==> src/rtl/dmem_dma_ctrl.sv <==
// Data-memory port arbiter with a copy/fill block-move engine; the CPU always wins the port.
// Optional DMEM_DMA_STALL_CNT_EN adds a 16-bit saturating count of engine cycles lost to the CPU.
module dmem_dma_ctrl #(
   parameter int AW = 8,
   parameter int DW = 8
) (
   input  logic          clk,
   input  logic          reset,
   input  logic          cpu_req,
   input  logic [AW-1:0] cpu_addr,
   input  logic          cpu_wr_en,
   input  logic [DW-1:0] cpu_dat_in,
   output logic [DW-1:0] cpu_dat_out,
   input  logic          dma_start,
   input  logic          dma_fill,
   input  logic [AW-1:0] dma_src,
   input  logic [AW-1:0] dma_dst,
   input  logic [AW-1:0] dma_len,
   input  logic [DW-1:0] dma_fill_val,
   output logic          dma_busy,
   output logic          dma_done,
   output logic [AW-1:0] mem_addr,
   output logic          mem_wr_en,
   output logic [DW-1:0] mem_dat_in,
   input  logic [DW-1:0] mem_dat_out
`ifdef DMEM_DMA_STALL_CNT_EN
   ,
   output logic [15:0]   dma_stall_cnt
`endif
);

   typedef enum logic [1:0] {IDLE, RD, WR, DONE} state_t;

   state_t        state;
   logic [AW-1:0] src_ptr, dst_ptr, cnt;
   logic [DW-1:0] byte_reg;
   logic          fill_mode;
   logic          gnt_dma;

   assign gnt_dma     = !cpu_req && (state == RD || state == WR);
   assign dma_busy    = (state != IDLE);
   assign dma_done    = (state == DONE);
   assign cpu_dat_out = mem_dat_out;

   always_comb begin
      mem_addr   = cpu_addr;
      mem_wr_en  = cpu_req & cpu_wr_en;
      mem_dat_in = cpu_dat_in;
      if (gnt_dma) begin
         mem_addr   = (state == RD) ? src_ptr : dst_ptr;
         mem_wr_en  = (state == WR);
         mem_dat_in = byte_reg;
      end
   end

   always_ff @(posedge clk or posedge reset) begin
      if (reset) begin
         state     <= IDLE;
         src_ptr   <= '0;
         dst_ptr   <= '0;
         cnt       <= '0;
         byte_reg  <= '0;
         fill_mode <= 1'b0;
      end else begin
         case (state)
            IDLE: if (dma_start) begin
               if (dma_len != '0) begin
                  src_ptr   <= dma_src;
                  dst_ptr   <= dma_dst;
                  cnt       <= dma_len;
                  fill_mode <= dma_fill;
                  if (dma_fill) byte_reg <= dma_fill_val;
                  state     <= dma_fill ? WR : RD;
               end else begin
                  state <= DONE;
               end
            end
            RD: if (gnt_dma) begin
               byte_reg <= mem_dat_out;
               src_ptr  <= src_ptr + 1'b1;
               state    <= WR;
            end
            WR: if (gnt_dma) begin
               dst_ptr <= dst_ptr + 1'b1;
               cnt     <= cnt - 1'b1;
               // Fill mode never revisits RD; byte_reg keeps the fill value.
               if (cnt == AW'(1)) state <= DONE;
               else               state <= fill_mode ? WR : RD;
            end
            default: state <= IDLE;
         endcase
      end
   end

`ifdef DMEM_DMA_STALL_CNT_EN
   always_ff @(posedge clk or posedge reset) begin
      if (reset)
         dma_stall_cnt <= '0;
      else if (state == IDLE && dma_start)
         dma_stall_cnt <= '0;
      else if ((state == RD || state == WR) && cpu_req && dma_stall_cnt != 16'hFFFF)
         dma_stall_cnt <= dma_stall_cnt + 16'd1;
   end
`endif

endmodule
==> config.mk <==
export PLATFORM = sky130hd
export DESIGN_NAME = dmem_dma_ctrl
export DESIGN_NICKNAME = d
export VERILOG_FILES = /design/src/rtl/dmem_dma_ctrl.sv
export SDC_FILE = /design/constraint.sdc
export NUM_CORES = 1
export LEC_CHECK = 0
export CORE_ASPECT_RATIO = 0.5
export CORE_MARGIN = 10
export CORE_UTILIZATION = 46
export DETAILED_ROUTE_END_ITERATION = 8
export MAX_ROUTING_LAYER = met4
export PLACE_DENSITY = 0.94
export SLEW_MARGIN = 20
export SYNTH_ARGS = -nofsm -noshare
export SYNTH_HDL_FRONTEND = slang
export SYNTH_SLANG_ARGS = --single-unit
==> constraint.sdc <==
create_clock -name clk -period 2.5 [get_ports clk]
set_input_delay 0.5 -clock clk [delete_from_list [all_inputs] [get_ports clk]]
set_output_delay 0.5 -clock clk [all_outputs]
set_load 0.1 [all_outputs]
# Yosys cells after proc, flatten, opt, wreduce, memory -nomap -nowiden
# Index checks and enable logic that the tools add are counted.
[word_totals]
register_bits = 35
[op_classes]
addsub = 3
eq_ne = 9
muxes = 29
bitwise_logic = 1
n_reduce_logical = 13
[ops]
columns = ["cell", "n"]
rows = [
  ["$mux W8", 16],
  ["$pmux W8 S2", 4],
  ["$add A8 B1 Y8 const B", 2],
  ["$mux W2", 7],
  ["$ne A2 B2 Y1 const B", 5],
  ["$eq A8 B1 Y1 const B", 1],
  ["$reduce_and A4 Y1", 2],
  ["$reduce_bool A8 Y1", 1],
  ["$sub A8 B1 Y8 const B", 1],
  ["$pmux W2 S3", 1],
  ["$reduce_and A3 Y1", 2],
  ["$reduce_bool A2 Y1", 3],
  ["$reduce_and A5 Y1", 1],
  ["$eq A2 B2 Y1 const B", 2],
  ["$eq A2 B1 Y1 const B", 1],
  ["$logic_not A2 Y1", 1],
  ["$and A1 B1 Y1", 1],
  ["$logic_and A1 B1 Y1", 1],
  ["$logic_not A1 Y1", 1],
  ["$logic_or A1 B1 Y1", 1],
  ["$mux W1", 1],
]

# Longest topological paths before layout
[depth]
word_depth = 5
mapped_depth = 9

# Worst setup path after synthesis
# Ideal clock, no wire load.
[synth_path]
path_type = "reg2out"
start = "register state[1]"
end = "output port mem_addr[0]"
arrival_ps = 3531
t_required_ps = 2000
slack_ps = -1531
path_stages_with_launch = 7
path_buffers = 2
cell_sequence = "dfrtp_1 > inv_1 > ha_1 > clkbuf_1 > buf_1 > mux2i_1 > o21ai_0"
[synth_via]
elab_chain_len = 4
[synth_rtl]
columns = ["item", "line_no", "rtl"]
rows = [
  ["from (decl)", "34", "state_t state;"],
  ["from (signal assigned)", "73", "state <= dma_fill ? WR : RD;"],
  ["from (signal assigned)", "88", "else state <= fill_mode ? WR : RD;"],
  ["$eq A2 B1 Y1 / $eq A2 B2 Y1 (equally long branches)", "40, 50", ""],
  ["$logic_or A1 B1 Y1", "40", "assign gnt_dma = !cpu_req && (state == RD || state == WR);"],
  ["$logic_and A1 B1 Y1", "40", ""],
  ["$mux W8 *", "49", "if (gnt_dma) begin"],
  ["to (decl)", "22", "output logic [AW-1:0] mem_addr,"],
]
# Mark *: on every way between the ends. The rest lies on a longest branch, timed or not.

# Worst setup path in the final report
[layout_path]
start = "register state[0]"
end = "output port mem_dat_in[5]"
[layout_via]
elab_chain_len = 4
[layout_rtl]
columns = ["item", "line_no", "rtl"]
rows = [
  ["$eq A2 B1 Y1 / $eq A2 B2 Y1 (equally long branches)", "40", ""],
  ["$logic_or A1 B1 Y1 *", "40", ""],
  ["$logic_and A1 B1 Y1 *", "40", ""],
  ["$mux W8 *", "49", ""],
  ["to (decl)", "24", "output logic [DW-1:0] mem_dat_in,"],
]
# Marks and branches as above.

==> impl_metrics.json <==
{
  "status": "completed",
  "ir_drop_v": 0.000814,
  "avgViaCountPerCell": 6.16,
  "worstHoldPathType": "reg -> reg",
  "cp_num_buf_inv": 3,
  "hpwl_mm": 6.70,
  "final_core_util": 0.778,
  "fp.dieArea_mm2": 0.00897,
  "cap_viol_max_count": 0,
  "cts_buffers": 5,
  "synth_most_common_cell": "dfrtp_1",
  "wirelength_mm": 9.22,
  "cts_hold_buf": 0,
  "dp_slack_ns": -0.159,
  "path_class": "reg -> out",
  "cts_tree": "done",
  "wl_per_cell_um": 20.4,
  "grt.total_usage": 0.200,
  "total_power_mw": 5.73,
  "finalSetupViolations": 0,
  "yosys_warnings": 0,
  "cp-start-kind": "register",
  "clk_latency_ns": 0.28,
  "slew-limit-headroom": 0.553,
  "place_congestion": 0.857,
  "io_pins": 89,
  "cts_max_level": 2,
  "vias": 2777,
  "synth_top_area_frac": 0.350,
  "core_area_mm2": 0.00509,
  "die_w_um": 124,
  "skew_ns": 0.00288,
  "port_buffers": 88,
  "drt_iter0_drc": 290,
  "syn_inst": 292,
  "dpl-instance-area_mm2": 0.00381,
  "synth-main-ff-cell": "dfrtp_1",
  "design_area_mm2": 0.00396,
  "drv_slew": 0,
  "synth-seq-cells": 35,
  "ant_nets": 0,
  "synth_common_cells": "dfrtp_1, o21ai_0, nor2_1",
  "cp.required_ns": 2.00,
  "drtPass1Iterations": 5,
  "grt_start_max_net_pins": 36,
  "min_period_ns": 2.45,
  "grt_overflow_total": 0,
  "die_h_um": 72.2,
  "route.detailed.drc": 0,
  "nets": 451,
  "area_growth_pct": 58.2,
  "cts_max_path_buffers": 2,
  "cp_top_family": "buffers and inverters",
  "antennaDiodeCount": 0,
  "synthTopCellsByArea": "dfrtp_1, mux2i_1, o21ai_0",
  "cp_slowest_stage_delay_ns": 0.39,
  "synth_area_mm2": 0.00250,
  "crit_slowest_cell": "dfrtp_1",
  "power_density_mw_per_mm2": 1450,
  "tns_ns": 0,
  "rows": 18,
  "max_freq_mhz": 409,
  "dp_cells": 440,
  "clkTransAtPathRegs_ns": 0.07,
  "layout_setup_ws_ns": 0.0548,
  "holdWs_ns": 0.508,
  "numClockSinks": 35,
  "seq_area_frac_synth": 0.350,
  "synthArstFlopShare": 1.00,
  "grt_first_pass_wirelength_mm": 14.7,
  "worstPathMaxFanout": 9,
  "yosysUniqueCellTypes": 46,
  "grt_pass1_vias": 2824,
  "layout-drive-gt1-share": 0.213,
  "cpMostUsedCell": "buf_12",
  "avgSynthCellArea_um2": 8.57,
  "crit_path_end_kind": "primary output",
  "final_hold_viol_count": 0,
  "antenna_found_initial": 0,
  "post-route-period-util": 0.978,
  "yosys.area.top_type": "dfrtp_1",
  "tightest_slew_ns": 0.670,
  "p_leak_nw": 1.64,
  "synth_edf_count": 0,
  "final_cells": 451,
  "crit_arrival_ns": 1.95,
  "start_util": 0.492,
  "cts_root_buffer": "clkbuf_8",
  "crit_path_cell_trace": "inv_1 > ha_1 > nand2b_4 > buf_12 > mux2_2 > buf_12",
  "synth_nets": 362
}
per-layer routing:
layer | track usage | vias to the layer above | part of all wire
li1 | - | 1226 | -
met1 | 0.213 | 1305 | 0.38
met2 | 0.366 | 198 | 0.52
met3 | 0.0435 | 48 | 0.069
met4 | 0.0680 | 0 | 0.032
met5 | - | - | 0
kinds of logic (layout without fill, tap and decap cells):
| group | count (synthesis) | after routing | share of synthesized area |
|---|---|---|---|
| buffers and inverters | 36 | 125 | 0.0740 |
| adders and majority gates | 8 | 8 | 0.0400 |
| muxes | 30 | 30 | 0.124 |
| and+or+nand+nor | 94 | 94 | 0.187 |
| AOI/OAI and AO/OA | 89 | 89 | 0.225 |
| DFF | 35 | 35 | 0.350 |
worst paths after layout:
path | startpoint | end | slack, ns | cells after the start
setup / recovery | state[0] | mem_dat_in[5] | 0.05 | 6
hold / removal | dst_ptr[7] | dst_ptr[7] | 0.51 | 1
setup reg to reg | state[0] | cnt[7] | 0.33 | 7
hold reg to reg | dst_ptr[7] | dst_ptr[7] | 0.51 | 1
max in group asynchronous | reset | byte_reg[3] | 1.53 | 3
min in group asynchronous | reset | dst_ptr[4] | 0.65 | 3
placed cells by master, fill, tap and decap left out, types with 11 or more instances in the layout:
master,netlist,routed
a21oi_1,25,23
buf_12,0,28
buf_4,8,14
clkdlybuf4s50_1,0,61
dfrtp_1,35,35
inv_1,13,13
mux2i_1,21,21
nand2_1,23,23
nand3_1,11,11
nor2_1,26,26
o21ai_0,34,26
where the power goes:
group / internal (mW) / switching [mW] / leakage, nW
sequential: 0.856 / 0.322 / 0.395
clock: 0.216 / 0.206 / 0.0470
combinational: 1.58 / 2.55 / 1.20
total: 2.65 / 3.07 / 1.64
area by class of cell:
type                            instances  area [um2]
Tap cell                               70        87.6
Timing Repair Buffer                  105        1310
Multi-Input combinational cell        221        1550
Inverter                               13        48.8
Fill cell                             277        1130
Clock inverter                          1        5.00
Sequential cell                        35         876
Clock buffer                            6        82.6
repair_timing:
item / 4_1_cts / 5_1_grt
setup buffers: 1 / 2
endpoints found under the setup margin: 1 / 18
resized for setup: 0 / 5
gates cloned: 0 / 1
Power figures use the tool's default switching activity.
